$ cat src/rtl/rt_pkg.sv
// Shared types and constants for the random target selector.
package rt_pkg;

  typedef enum logic [1:0] {
    StIdle,
    StArm,
    StWaitHit,
    StResult
  } rt_state_e;

  // Width of a channel index; never less than one bit.
  function automatic int unsigned sel_width(input int unsigned n);
    return (n <= 2) ? 1 : $clog2(n);
  endfunction

  // Right-shifting Galois feedback masks giving a maximal-length sequence.
  function automatic logic [15:0] lfsr_taps(input int unsigned w);
    logic [15:0] taps;
    case (w)
      4:       taps = 16'h000C;
      5:       taps = 16'h0014;
      6:       taps = 16'h0030;
      7:       taps = 16'h0060;
      8:       taps = 16'h00B8;
      9:       taps = 16'h0110;
      10:      taps = 16'h0240;
      11:      taps = 16'h0500;
      12:      taps = 16'h0E08;
      13:      taps = 16'h1C80;
      14:      taps = 16'h3802;
      15:      taps = 16'h6000;
      16:      taps = 16'hB400;
      default: taps = 16'h00B8;
    endcase
    return taps;
  endfunction

endpackage

$ cat src/rtl/lfsr_gen.sv
// Free-running maximal-length Galois LFSR; advances every clock.
module lfsr_gen
  import rt_pkg::*;
#(
  parameter int unsigned          LFSR_W = 8,
  parameter logic [LFSR_W-1:0]    SEED   = 'hA5
) (
  input  logic              clk,
  input  logic              rst,
  output logic [LFSR_W-1:0] q
);

  localparam logic [15:0]       TapsAll = lfsr_taps(LFSR_W);
  localparam logic [LFSR_W-1:0] Taps    = TapsAll[LFSR_W-1:0];

  logic [LFSR_W-1:0] q_q, q_d;

  always_comb begin
    q_d = q_q >> 1;
    if (q_q[0]) q_d = (q_q >> 1) ^ Taps;
  end

  always_ff @(posedge clk or posedge rst) begin
    if (rst) q_q <= SEED;
    else     q_q <= q_d;
  end

  assign q = q_q;

endmodule

$ cat src/rtl/random_target_sel.sv
// Picks a random target channel on start, then reports whether the first new press hit it,
// missed it, or never came before the timeout.
module random_target_sel
  import rt_pkg::*;
#(
  parameter int unsigned       N_CH   = 8,
  parameter int unsigned       LFSR_W = 8,
  parameter logic [LFSR_W-1:0] SEED   = 'hA5,
  parameter int unsigned       TMO_W  = 24,
  localparam int unsigned      SEL_W  = sel_width(N_CH)
) (
  input  logic             clk,
  input  logic             rst,
  input  logic             start,
  input  logic [N_CH-1:0]  in_ch,
  input  logic [TMO_W-1:0] timeout_cyc,
  output logic [SEL_W-1:0] target,
  output logic             busy,
  output logic             hit,
  output logic             miss,
  output logic             timed_out,
  output logic             done
);

  localparam logic [SEL_W:0] NChW = (SEL_W + 1)'(N_CH);

  logic [LFSR_W-1:0] lfsr;
  logic              lfsr_unused;

  lfsr_gen #(
    .LFSR_W (LFSR_W),
    .SEED   (SEED)
  ) u_lfsr (
    .clk (clk),
    .rst (rst),
    .q   (lfsr)
  );

  assign lfsr_unused = ^lfsr;

  rt_state_e         state_q, state_d;
  logic [SEL_W-1:0]  target_q, target_d;
  logic [N_CH-1:0]   in_prev_q;
  logic [TMO_W-1:0]  cnt_q, cnt_d;
  logic              hit_q, hit_d;
  logic              miss_q, miss_d;
  logic              tmo_q, tmo_d;
  logic              done_q, done_d;

  // Fold out-of-range LFSR values back into 0..N_CH-1.
  logic [SEL_W:0]   raw_ext, red_ext;
  logic [SEL_W-1:0] sel_new;
  assign raw_ext = {1'b0, lfsr[SEL_W-1:0]};
  assign red_ext = (raw_ext >= NChW) ? (raw_ext - NChW) : raw_ext;
  assign sel_new = red_ext[SEL_W-1:0];

  logic [N_CH-1:0]  rise, tgt_mask;
  logic             rise_tgt, rise_other;
  logic [TMO_W-1:0] cnt_inc;
  logic             tmo_reached;

  assign rise       = in_ch & ~in_prev_q;
  assign tgt_mask   = {{(N_CH - 1){1'b0}}, 1'b1} << target_q;
  assign rise_tgt   = |(rise & tgt_mask);
  assign rise_other = |(rise & ~tgt_mask);

  assign cnt_inc     = (cnt_q == '1) ? cnt_q : cnt_q + TMO_W'(1);
  assign tmo_reached = (timeout_cyc != '0) && (cnt_inc >= timeout_cyc);

  always_comb begin
    state_d  = state_q;
    target_d = target_q;
    cnt_d    = cnt_q;
    hit_d    = hit_q;
    miss_d   = miss_q;
    tmo_d    = tmo_q;
    done_d   = 1'b0;
    unique case (state_q)
      StIdle, StResult: begin
        if (start) begin
          target_d = sel_new;
          hit_d    = 1'b0;
          miss_d   = 1'b0;
          tmo_d    = 1'b0;
          state_d  = StArm;
        end
      end
      StArm: begin
        if (in_ch == '0) begin
          cnt_d   = '0;
          state_d = StWaitHit;
        end
      end
      StWaitHit: begin
        // A stray press outranks a target press, and any press outranks the timeout.
        if (rise_other) begin
          miss_d  = 1'b1;
          done_d  = 1'b1;
          state_d = StResult;
        end else if (rise_tgt) begin
          hit_d   = 1'b1;
          done_d  = 1'b1;
          state_d = StResult;
        end else if (timeout_cyc != '0) begin
          cnt_d = cnt_inc;
          if (tmo_reached) begin
            tmo_d   = 1'b1;
            done_d  = 1'b1;
            state_d = StResult;
          end
        end
      end
      default: state_d = StIdle;
    endcase
  end

  always_ff @(posedge clk or posedge rst) begin
    if (rst) begin
      state_q   <= StIdle;
      target_q  <= '0;
      in_prev_q <= '0;
      cnt_q     <= '0;
      hit_q     <= 1'b0;
      miss_q    <= 1'b0;
      tmo_q     <= 1'b0;
      done_q    <= 1'b0;
    end else begin
      state_q   <= state_d;
      target_q  <= target_d;
      in_prev_q <= in_ch;
      cnt_q     <= cnt_d;
      hit_q     <= hit_d;
      miss_q    <= miss_d;
      tmo_q     <= tmo_d;
      done_q    <= done_d;
    end
  end

  assign target    = target_q;
  assign busy      = (state_q == StArm) || (state_q == StWaitHit);
  assign hit       = hit_q;
  assign miss      = miss_q;
  assign timed_out = tmo_q;
  assign done      = done_q;

endmodule

$ cat config.mk
export PLATFORM = sky130hd
export DESIGN_NAME = random_target_sel
export DESIGN_NICKNAME = d
export VERILOG_FILES = /design/src/rtl/rt_pkg.sv /design/src/rtl/lfsr_gen.sv /design/src/rtl/random_target_sel.sv
export SDC_FILE = /design/constraint.sdc
export NUM_CORES = 1
export LEC_CHECK = 0
export BUFFER_PORTS_ARGS = -buffer_cell sky130_fd_sc_hd__buf_2
export CORE_MARGIN = 10
export CORE_UTILIZATION = 40
export CTS_CLUSTER_SIZE = 14
export DETAILED_ROUTE_END_ITERATION = 16
export PLACE_DENSITY_LB_ADDON = 0.25
export SYNTH_ARGS = -nofsm -noshare
export SYNTH_HDL_FRONTEND = slang
export SYNTH_SLANG_ARGS = --single-unit
$ cat constraint.sdc
create_clock -name clk -period 4.4 [get_ports clk]
set_input_delay 0.22 -clock clk [delete_from_list [all_inputs] [get_ports clk]]
set_output_delay 0.22 -clock clk [all_outputs]
set_load 0.05 [all_outputs]
## Word-level counts from Yosys, hierarchy flattened

Cells that the tools add are included.

- Div/mod/pow operators: 0
- Multiply operators: 0
- Muxes and demuxes: 31
- $add $sub $neg: 2
- Equal/unequal tests: 14
- Bitwise gates (word level): 6
- Shift operators: 1
- Reduce and logical (&&, ||, !) cells: 16
- $lt $le $gt $ge: 2

Operators with widths:

| operator | count |
|---|---|
| $mux 24 | 5 |
| $pmux 24 s2 | 1 |
| $add 24x1->24 const B | 1 |
| $and 8x8->8 | 3 |
| $eq 24x24->1 const B | 1 |
| $ge 24x24->1 | 1 |
| $reduce_bool 24->1 | 1 |
| $ne 2x2->1 const B | 8 |
| $not 8->8 | 2 |
| $reduce_or 8->1 | 2 |
| $mux 1 | 13 |
| $mux 2 | 6 |
| $logic_not 8->1 | 1 |
| $mux 8 | 1 |
| $ne 4x4->1 const B | 2 |
| $reduce_and 4->1 | 2 |
| $shl 1x3->8 const A | 1 |
| $pmux 1 s2 | 3 |
| $pmux 2 s3 | 1 |
| $reduce_and 6->1 | 1 |
| $reduce_and 5->1 | 1 |
| $eq 2x2->1 const B | 2 |
| $ge 3x4->1 const B | 1 |
| $not 3->4 | 1 |
| other kinds (10) | 11 |

- Bits in writable memories: 0
- Bits of input ports: 35
- Bits in registers: 49
- Output and inout port bits: 8
- Word-level logic and storage cells: 81
- Latch bits: 0
- Bits in read-only memories: 0
- Memories: 0

## Depth between registers and ports, before layout

Gate-level depths: netlist (run 1).

- Depth after elaboration: 9
- Depth in mapped cells: 17
- Mapped depth without buffers: 15

## By module

A second synthesis (run 1) with hierarchy kept.

- Cell total of the unflattened synthesis: 394
- Area total of the unflattened synthesis: 3527.1 um2

By module, submodules not included:

| module | seq. area each (um2) | area an instance (um2) | times used | cells an instance |
|---|---|---|---|---|
| random_target_sel | 1026.0 | 3254.4 | 1 | 377 |
| lfsr_gen | 205.2 | 272.8 | 1 | 17 |

## Worst setup path after synthesis (run 1)

No wires, ideal clock.

- Path type: register -> register
- From: register cnt_q[0]
- To: register state_q[0]
- Data arrival time: 3.424 ns
- Clock period less this slack: 3.504 ns
- Setup slack: 0.896 ns
- Stages on the path, launching flop included: 16
- Setup time: 0.079 ns
- Required time: 4.321 ns
- Buffers on the path: 1
- Cell sequence: dfrtp_1 -> ha_1 -> and2_1 -> clkbuf_1 -> nand2_1 -> or2_1 -> nor3_1 -> and3_1 -> xor2_1 -> ha_1 -> nand4_1 -> or4_1 -> a211oi_1 -> o21ai_1 -> a31oi_1 -> mux2i_1

- Word-level cells in the longest chain between the ends: 6
- Elaborated cells between the ends (all ways): 7
- Classes of those cells: add/sub (1); order compare (1); eq/ne (2); mux (1); reduce/logical (2)

RTL lines:

| element | line | RTL |
|---|---|---|
| from (decl) | random_target_sel.sv:44 | `logic [TMO_W-1:0] cnt_q, cnt_d;` |
| from (signal assigned) | random_target_sel.sv:131 | `cnt_q <= cnt_d;` |
| $add 24x1->24 / $eq 24x24->1 (equally long branches) | random_target_sel.sv:67 | `assign cnt_inc = (cnt_q == '1) ? cnt_q : cnt_q + TMO_W'(1);` |
| $mux 24 (*) | random_target_sel.sv:67 |  |
| $ge 24x24->1 (*) | random_target_sel.sv:68 | `assign tmo_reached = (timeout_cyc != '0) && (cnt_inc >= timeout_cyc);` |
| $logic_and 1x1->1 (*) | random_target_sel.sv:68 |  |
| $ne 4x4->1 (no source line) (*) | n/a |  |
| $reduce_and 4->1 (no source line) (*) | n/a |  |
| to (signal assigned) | random_target_sel.sv:119 | `state_q <= StIdle;` |
| to (signal assigned) | random_target_sel.sv:128 | `state_q <= state_d;` |
| to (decl) | random_target_sel.sv:41 | `rt_state_e state_q, state_d;` |

Every way passes the cells marked *; elsewhere a longest branch is shown, timed or not.
A chain may end at the register's enable or synchronous reset.

## Worst setup path in the final report (run 1)

- From: register cnt_q[0]
- To: register state_q[1]

Same word-level chain as after synthesis.

==> results of run 1 <==
## layout make-up
class / count / area share
multi-input combinational: 272 / 0.530
sequential: 49 / 0.319
timing repair buffer: 44 / 0.0583
tap: 108 / 0.0350
inverter: 33 / 0.0321
clock buffer: 5 / 0.0178
clock inverter: 3 / 0.00746
## critical path, cell delays in order, from the launching register on
cell and delay [ns]:
dfrtp_1 0.45, ha_1 0.21, and2_1 0.29, nand2_1 0.18, or2_1 0.29, or3_1 0.38, xnor2_1 0.16, ha_1 0.29
nand4_1 0.14, or4_1 0.55, a211oi_1 0.27, o21ai_1 0.14, a31oi_1 0.32, mux2i_1 0.22
## stage by stage
step,setup slack [ns],utilization
after floorplan,0.896,-
after global placement,0.667,0.435
after detailed placement,0.465,0.435
after CTS,0.439,0.446
after global routing,0.149,0.447
final,0.424,0.447
## what timing repair did
action | CTS | global route
hold buffers | 0 | 0
setup endpoints to repair | 0 | 1
setup buffers | 0 | 0
gates resized for setup | 0 | 1
endpoints found under the hold margin | 0 | 0
## power by group
group | switching (W) | total (W) | internal, W | leakage [nW]
sequential | 0.0000129 | 0.000485 | 0.000473 | 0.644
combinational | 0.000318 | 0.000454 | 0.000136 | 1.10
clock | 0.000182 | 0.000301 | 0.000120 | 0.0506
total | 0.000513 | 0.00124 | 0.000728 | 1.79
## routing by layer
| metal | wire length, um | GRT usage | up-vias |
|---|---|---|---|
| li1 | - | - | 1423 |
| met1 | 3840 | 0.173 | 1355 |
| met2 | 3910 | 0.214 | 69 |
| met3 | 565 | 0.0262 | 4 |
| met4 | 60 | 0.0296 | 0 |
| met5 | 0 | 0 | - |
## cell usage after synthesis (all sizes together) (3+ instances only)
library cell / n / area [um2]
o21a: 4 / 30.0
mux2: 3 / 33.8
a221oi: 4 / 35.0
buf: 11 / 88.8
a2111oi: 3 / 45.1
clkbuf: 5 / 18.8
nand3: 10 / 62.6
o2111ai: 3 / 26.3
nor3: 3 / 15.0
xnor2: 17 / 149
inv: 33 / 124
and3: 5 / 36.3
nor2b: 8 / 57.6
dfrtp: 45 / 1130
nor4: 9 / 56.3
mux2i: 4 / 40.0
o31ai: 17 / 133
xor2: 7 / 61.3
dfstp: 4 / 105
ha: 27 / 338
nor2: 15 / 58.8
nand2: 29 / 109
o21ai: 27 / 135
and2: 10 / 65.1
a31oi: 3 / 18.8
o211ai: 5 / 37.5
nand4: 8 / 65.1
a21oi: 18 / 90.1
and4: 5 / 47.6
## logic make-up after synthesis
group	Yosys count	synth area share
DFF	49	0.351
xor gates and xnor gates	24	0.0600
muxes	9	0.0350
AOI/OAI and AO/OA	98	0.202
and+or+nand+nor	114	0.190
adders and majority gates	27	0.0964
buffers and inverters	49	0.0660
## how the worst max path moves through the flow
stage               depth (start not counted)    endpoint  slack (ns)      from
floorplan                                  15  state_q[0]        0.90  cnt_q[0]
global placement                           14  state_q[1]        0.67  cnt_q[0]
detailed placement                         14  state_q[0]        0.46  cnt_q[0]
CTS                                        14  state_q[0]        0.44  cnt_q[0]
global route                               14  state_q[1]        0.15  cnt_q[0]
finish                                     13  state_q[1]        0.42  cnt_q[0]
## state kept, by name, indices dropped and copies added, names as in the netlist
signal	count
cnt_q	24
hit	1
miss	1
state_q	2
u_lfsr.q	8
in_prev_q	8
done	1
target	3
timed_out	1
==> flow_metrics.py, run 1 <==
metrics = {
    "synthesis": {
        "ys_seq_area_frac": 0.351,
        "netlist-cell-type-count": 63,
        "avgSynthCellArea_um2": 9.47,
        "async_reset_ff_frac": 1.00,
        "ys.flop_type": "dfrtp_1",
        "synth_cells": 370,
        "ys_ff_latch": 49,
        "yosysWarnings": 0,
        "synth_nets": 432,
        "synth-edff-count": 0,
        "netlist_area_um2": 3500,
    },
    "min_path": {
        "hold_path.startpoint": "in_ch[1]",
        "holdCritPathClass": "in -> reg",
        "worst_hold_path.endpoint": "in_prev_q[1]",
        "whs_path_depth": 1,
    },
    "global_routing": {
        "grt_max_degree": 50,
        "grt_pass1_wl_um": 14100,
        "antenna_found_initial": 0,
        "grt_util_all_layers": 0.131,
        "grt_pass1_vias": 2883,
        "grt_overflow": 0,
    },
    "floorplanning": {
        "die_area_um2": 12900,
        "initial_core_util": 0.406,
        "core_area_um2": 8640,
        "die_h_um": 114,
        "io_pins": 43,
        "fp.dieW_um": 114,
        "rows": 34,
    },
    "worst_setup_path": {
        "timing.rr.start": "cnt_q[0]",
        "critPathKind": "reg -> reg",
        "crit_path_max_fanout": 7,
        "critPathArrivalTime_ns": 4.22,
        "r2r_setup_slack_ns": 0.42,
        "rr_worst_depth": 13,
        "worst_setup_path_start_kind": "flip-flop",
        "setup.worst_path.end_class": "flip-flop",
        "required_ns": 4.64,
        "timing.rr.end": "state_q[1]",
    },
    "clock_network": {
        "htree_levels": 2,
        "clkLatencyLatePin_ns": 0.32,
        "path_clk_slew_ns": 0.11,
        "cts.path.max_buffers": 2,
        "tritoncts": "yes",
        "cts_made_buffers": 5,
        "cts.sinks": 49,
        "root_buffer": "clkbuf_8",
    },
    "final_layout": {
        "area_delta_synth_final_pct": 10.1,
        "layout_commonest_cell": "dfrtp_1",
        "drive_gt1_frac": 0.195,
        "final_cell_mix": "dfrtp_1 (45), buf_2 (42), inv_1 (32), nand2_1 (29), ha_1 (27)",
        "seq_area_um2": 1230,
        "multi_input_area_um2": 2050,
        "final_area_um2": 3860,
        "fin_cells": 514,
        "fillers": 858,
        "nets": 467,
        "antenna_cells": 0,
    },
    "timing": {
        "relSlewSlack": 0.314,
        "setup-violations-final": 0,
        "clock_skew_ns": 0.0114,
        "period_needed_ns": 3.98,
        "maxSlewViolCount": 0,
        "fmax_mhz": 252,
        "finalHoldViolations": 0,
        "tightestPinTransition_ns": 1.03,
        "rsz0062_at_grt": "false",
        "holdWs_ns": 0.0291,
        "fin_crit_sh": 0.904,
        "tns_ns": 0,
    },
    "detailed_routing": {
        "totalWireLength_um": 8370,
        "wl_per_cell_um": 16.3,
        "via_count": 2851,
        "drc": 0,
        "via_per_inst": 5.55,
        "drt_iter0_markers": 143,
        "ant_nets": 0,
        "drtPass1Iterations": 4,
    },
    "placement": {
        "port_buffers": 42,
        "gp_congestion": 0.898,
        "dp.cells": 506,
        "placed_area_um2": 3760,
        "hpwl_um": 6440,
    },
    "power_and_ir_drop": {
        "powerDensity_nw_per_um2": 321,
        "ir_drop_uv": 388,
        "p_leak_nw": 1.79,
        "power_w": 0.00124,
    },
    "job": {
        "cap_viol_max_count": 0,
    },
    "status": {
        "status": "completed",
    },
}
No activity file was read; power rests on OpenSTA's default activity.
==> run 2: changes to the inputs <==
--- a/config.mk
+++ b/config.mk
@@ -8,9 +8,10 @@
 export BUFFER_PORTS_ARGS = -buffer_cell sky130_fd_sc_hd__buf_2
 export CORE_MARGIN = 10
 export CORE_UTILIZATION = 40
-export CTS_CLUSTER_SIZE = 14
+export CTS_CLUSTER_SIZE = 10
 export DETAILED_ROUTE_END_ITERATION = 16
 export PLACE_DENSITY_LB_ADDON = 0.25
 export SYNTH_ARGS = -nofsm -noshare
 export SYNTH_HDL_FRONTEND = slang
+export SYNTH_HIERARCHICAL = 1
 export SYNTH_SLANG_ARGS = --single-unit
==> run 2 against run 1 <==
Net effect: clock power fell by 2%; largest power group unchanged; hold slack improved by 0.0050 ns; final cell count rose by 4.7%; largest cell class unchanged; via count rose by 4.6%; die area rose by 0.18%; flip-flop and latch count did not move; setup slack got worse by 0.12 ns; critical path depth rose by 1; sequential power rose by 0.8%; design area rose by 1.4%; maximum frequency fell by 2.8%; combinational power barely moved.
==> flow_metrics.py, run 2 <==
metrics = {
    "worst_setup_path": {
        "crit_path_max_fanout": 9,
        "crit_buf_inv": 0,
        "crit_top_cell": "nor2_1",
        "worst_setup_path_start_kind": "flip-flop",
        "critPathTopFamily": "simple AND/OR/NAND/NOR gates",
        "critPathMaxStageDelay_ns": 0.56,
        "critPathArrivalTime_ns": 4.33,
        "cp_slowest_cell": "or4_1",
        "crit_chain": "and3_1, or3b_1, o31ai_4, nor2_1, nand2_2, nor2_1, xor2_1, ha_1, nand4_1, or4_1, a211oi_1, nor2_1, a21boi_1, mux2i_1",
        "required_ns": 4.64,
        "setup.worst_path.end_class": "flip-flop",
        "critPathKind": "reg -> reg",
    },
    "final_layout": {
        "area_delta_synth_final_pct": 11.4,
        "final_area_um2": 3910,
        "layout_commonest_cell": "dfrtp_1",
        "fin_util": 0.453,
        "drive_gt1_frac": 0.181,
        "largest_reg_flops": 24,
        "top_register": "cnt_q",
        "nets": 491,
        "antenna_cells": 0,
        "final_cell_mix": "dfrtp_1 (45), buf_2 (42), nand2_1 (38), inv_1 (35), ha_1 (27)",
    },
    "synthesis": {
        "synth_cells": 392,
        "yosysWarnings": 6,
        "avgSynthCellArea_um2": 8.96,
        "synth_nets": 454,
        "netlist_area_um2": 3510,
    },
    "timing": {
        "finalHoldViolations": 0,
        "tightestPinTransition_ns": 0.741,
        "fmax_mhz": 244,
        "setup-violations-final": 0,
        "rsz0062_at_grt": "false",
        "fin_crit_sh": 0.930,
        "tns_ns": 0,
        "relSlewSlack": 0.502,
        "period_needed_ns": 4.09,
        "maxSlewViolCount": 0,
        "setup_ws_ns": 0.309,
        "clock_skew_ns": 0.0125,
    },
    "min_path": {
        "holdCritPathClass": "in -> reg",
    },
    "detailed_routing": {
        "wl_per_cell_um": 16.0,
        "totalWireLength_um": 8630,
        "drtPass1Iterations": 4,
        "drt_iter0_markers": 173,
        "ant_nets": 0,
        "via_per_inst": 5.54,
        "drc": 0,
        "via_count": 2981,
    },
    "floorplanning": {
        "initial_core_util": 0.407,
        "core_area_um2": 8640,
        "fp.dieW_um": 114,
        "rows": 34,
        "die_h_um": 114,
        "io_pins": 43,
        "die_area_um2": 12900,
    },
    "clock_network": {
        "path_clk_slew_ns": 0.10,
        "root_buffer": "clkbuf_8",
        "cts.sinks": 49,
        "cts.path.max_buffers": 2,
        "clkLatencyLatePin_ns": 0.32,
        "cts_made_buffers": 5,
        "tritoncts": "yes",
        "htree_levels": 2,
    },
    "global_routing": {
        "grt_use_met3": 0.0226,
        "antenna_found_initial": 0,
        "grt_max_degree": 42,
        "grt_pass1_vias": 2864,
        "use_met2": 0.199,
        "grt_use_met1": 0.191,
        "grt_pass1_wl_um": 14300,
        "grt_overflow": 0,
        "grt_busiest_layer": "met2",
        "grt_util_all_layers": 0.133,
    },
    "placement": {
        "dp_slack_ns": 0.148,
        "port_buffers": 42,
        "placed_area_um2": 3780,
        "gp_congestion": 0.850,
        "hpwl_um": 6600,
    },
    "power_and_ir_drop": {
        "power_w": 0.00124,
        "powerDensity_nw_per_um2": 316,
        "ir_drop_uv": 172,
        "p_leak_nw": 1.84,
    },
    "job": {
        "cap_viol_max_count": 0,
    },
    "status": {
        "status": "completed",
    },
}
run 2: worst paths after layout:
check,startpoint,endpoint,slack [ns],cells after the start
setup / recovery,cnt_q[15],state_q[1],0.31,14
hold / removal,in_ch[4],in_prev_q[4],0.03,1
setup reg to reg,cnt_q[15],state_q[1],0.31,14
hold reg to reg,u_lfsr/q[3],u_lfsr/q[2],0.36,0
max in group asynchronous,rst,cnt_q[9],3.42,4
min in group asynchronous,rst,u_lfsr/q[6],0.39,3
run 2: area by class of cell:
class                   count  area [um2]
clock buffers               5        68.8
clock inverters             3        28.8
fillers                   830        4720
inverters                  35         131
multi-input cells         289        2050
flip-flops and latches     49        1230
well taps                 108         135
repair buffers             49         265
run 2: power breakdown:
| group | switching [W] | internal [W] | leakage (nW) | total [W] |
|---|---|---|---|---|
| Sequential | 0.0000145 | 0.000474 | 0.644 | 0.000489 |
| Combinational | 0.000330 | 0.000124 | 1.15 | 0.000454 |
| Clock | 0.000174 | 0.000119 | 0.0506 | 0.000294 |
| Total | 0.000519 | 0.000718 | 1.84 | 0.00124 |
run 2: what timing repair did:
action,4_1_cts,5_1_grt
resized for setup,0,2
buffers inserted,0,3
setup endpoints to repair,0,2
hold endpoints to repair,4,0
hold buffers,1,0
run 2: per-stage QoR:
| stage | cells | hold WS (ns) |
|---|---|---|
| 3_5_place_dp | 526 | 0.181 |
| 2_1_floorplan | 392 | 0.0328 |
| 5_1_grt | 538 | 0.0149 |
| 3_3_place_gp | 526 | 0.170 |
| 6_report | 538 | 0.0341 |
| 4_1_cts | 535 | 0.0193 |
run 2: metal layers:
layer	vias to the layer above	share of wire
li1	1492	-
met1	1418	0.49
met2	66	0.44
met3	5	0.054
met4	0	0.0095
met5	-	0
==> run 3: changes to the inputs <==
--- a/config.mk
+++ b/config.mk
@@ -5,7 +5,7 @@
 export SDC_FILE = /design/constraint.sdc
 export NUM_CORES = 1
 export LEC_CHECK = 0
-export BUFFER_PORTS_ARGS = -buffer_cell sky130_fd_sc_hd__buf_2
+export BUFFER_PORTS_ARGS = -buffer_cell sky130_fd_sc_hd__buf_4
 export CORE_MARGIN = 10
 export CORE_UTILIZATION = 40
 export CTS_CLUSTER_SIZE = 10
==> run 3 against run 2 <==
Net effect: sequential power hardly changed; maximum frequency is 2.0% higher; non-clock buffer count is 2 lower; clock power grew 18%; sequential share of layout area down 0.87 points; design area rose by 2.8%; clock skew down 0.0078 ns; power increased by 6.2%; flip-flop and latch count did not move; global-route usage grew 0.58 points; critical endpoint is now state_q[0]; hold slack got worse by 0.0065 ns; critical path type unchanged.
==> flow_metrics.py, run 3 (synthesis gave the netlist of run 2 again) <==
metrics = {
    "detailed_routing": {
        "via_count": 2982,
        "wl_per_cell_um": 16.6,
        "totalWireLength_um": 8890,
        "drt_iter0_markers": 114,
        "drtPass1Iterations": 4,
        "drc": 0,
        "via_per_inst": 5.56,
        "ant_nets": 0,
    },
    "timing": {
        "finalHoldViolations": 0,
        "tns_ns": 0,
        "rsz0062_at_grt": "false",
        "relSlewSlack": 0.514,
        "fmax_mhz": 249,
        "fin_crit_sh": 0.912,
        "maxSlewViolCount": 0,
        "setup-violations-final": 0,
        "setup_ws_ns": 0.388,
        "period_needed_ns": 4.01,
        "tightestPinTransition_ns": 0.722,
        "clock_skew_ns": 0.00469,
    },
    "global_routing": {
        "grt_max_degree": 42,
        "grt_util_all_layers": 0.139,
        "grt_overflow": 0,
        "grt_pass1_vias": 2973,
        "grt_pass1_wl_um": 14900,
        "antenna_found_initial": 0,
    },
    "clock_network": {
        "htree_levels": 2,
        "clkLatencyLatePin_ns": 0.31,
        "path_clk_slew_ns": 0.10,
        "cts.sinks": 49,
        "tritoncts": "yes",
        "root_buffer": "clkbuf_8",
        "cts_made_buffers": 5,
        "cts.path.max_buffers": 2,
        "cts_setup_buffers": 0,
    },
    "final_layout": {
        "fillers": 843,
        "multi_input_area_um2": 2050,
        "drive_gt1_frac": 0.178,
        "layout_commonest_cell": "buf_4",
        "area_delta_synth_final_pct": 14.6,
        "nets": 489,
        "largest_reg_flops": 24,
        "antenna_cells": 0,
        "final_cell_mix": "buf_4 (46), dfrtp_1 (45), nand2_1 (38), inv_1 (35), ha_1 (27)",
        "top_register": "cnt_q",
        "seq_area_um2": 1230,
    },
    "worst_setup_path": {
        "required_ns": 4.64,
        "critPathKind": "reg -> reg",
        "critPathArrivalTime_ns": 4.25,
        "worst_setup_path_start_kind": "flip-flop",
        "setup.worst_path.end_class": "flip-flop",
        "crit_path_max_fanout": 9,
    },
    "placement": {
        "dp_slack_ns": 0.338,
        "port_buffers": 42,
        "gp_congestion": 0.830,
        "hpwl_um": 6890,
    },
    "power_and_ir_drop": {
        "powerDensity_nw_per_um2": 326,
        "power_w": 0.00131,
        "p_leak_nw": 1.87,
        "ir_drop_uv": 179,
    },
    "min_path": {
        "holdCritPathClass": "in -> reg",
    },
    "status": {
        "status": "completed",
    },
    "floorplanning": {
        "die_area_um2": 12900,
        "die_h_um": 114,
        "core_area_um2": 8640,
        "initial_core_util": 0.407,
        "fp.dieW_um": 114,
        "io_pins": 43,
        "rows": 34,
    },
    "job": {
        "cap_viol_max_count": 0,
    },
}
## run 3: stage by stage
stage	hold WS, ns	utilization	instance area (um2)	instances
after floorplan	0.0328	-	3510	392
after global placement	0.181	0.451	3890	527
after detailed placement	0.190	0.451	3890	527
after CTS	0.0190	0.466	4020	536
after global routing	0.0102	0.466	4030	536
final	0.0276	0.466	4030	536
## run 3: where the power goes
group | switching (W) | total [W] | internal (W) | leakage, nW
Combinational | 0.000334 | 0.000477 | 0.000142 | 1.17
Clock | 0.000172 | 0.000346 | 0.000175 | 0.0603
Sequential | 0.0000160 | 0.000490 | 0.000474 | 0.644
Total | 0.000522 | 0.00131 | 0.000791 | 1.87
## run 3: timing repair
item,in CTS,in global routing
resized for setup,0,2
hold endpoints to repair,4,0
endpoints found under the setup margin,0,2
hold buffers,1,0
## run 3: final timing paths
path	from	depth (start not counted)	endpoint	slack [ns]
worst max-delay path	cnt_q[15]	14	state_q[0]	0.39
max in group asynchronous	rst	4	cnt_q[18]	3.41
min in group asynchronous	rst	3	u_lfsr/q[6]	0.41
worst max register to register	cnt_q[15]	14	state_q[0]	0.39
worst min-delay path	in_ch[5]	1	in_prev_q[5]	0.03
worst min register to register	u_lfsr/q[3]	0	u_lfsr/q[2]	0.36
## run 3: worst max-delay path: stages, from the launching register on
cell and delay (ns):
dfrtp_1 0.47, and3_1 0.23, or3b_1 0.47, o31ai_4 0.33, nor2_1 0.14, nand2_2 0.22, nor2_1 0.09, xor2_1 0.15
ha_1 0.30, nand4_1 0.13, or4_1 0.54, a211oi_1 0.30, nor2_1 0.10, a21boi_1 0.25, mux2i_1 0.23
## run 3: final cells by class
type,count,share of cell area
multi-input combinational,289,0.510
sequential,49,0.306
timing repair buffer,47,0.0883
tap,108,0.0336
inverter,35,0.0326
clock buffer,5,0.0171
clock inverter,3,0.0124
## run 3: per-layer routing
layer / vias to the layer above / wire length [um] / GRT usage
met3: 6 / 370 / 0.0247
met2: 64 / 3940 / 0.214
met4: 0 / 95 / 0.0381
li1: 1487 / - / -
met5: - / 0 / 0
met1: 1425 / 4490 / 0.194
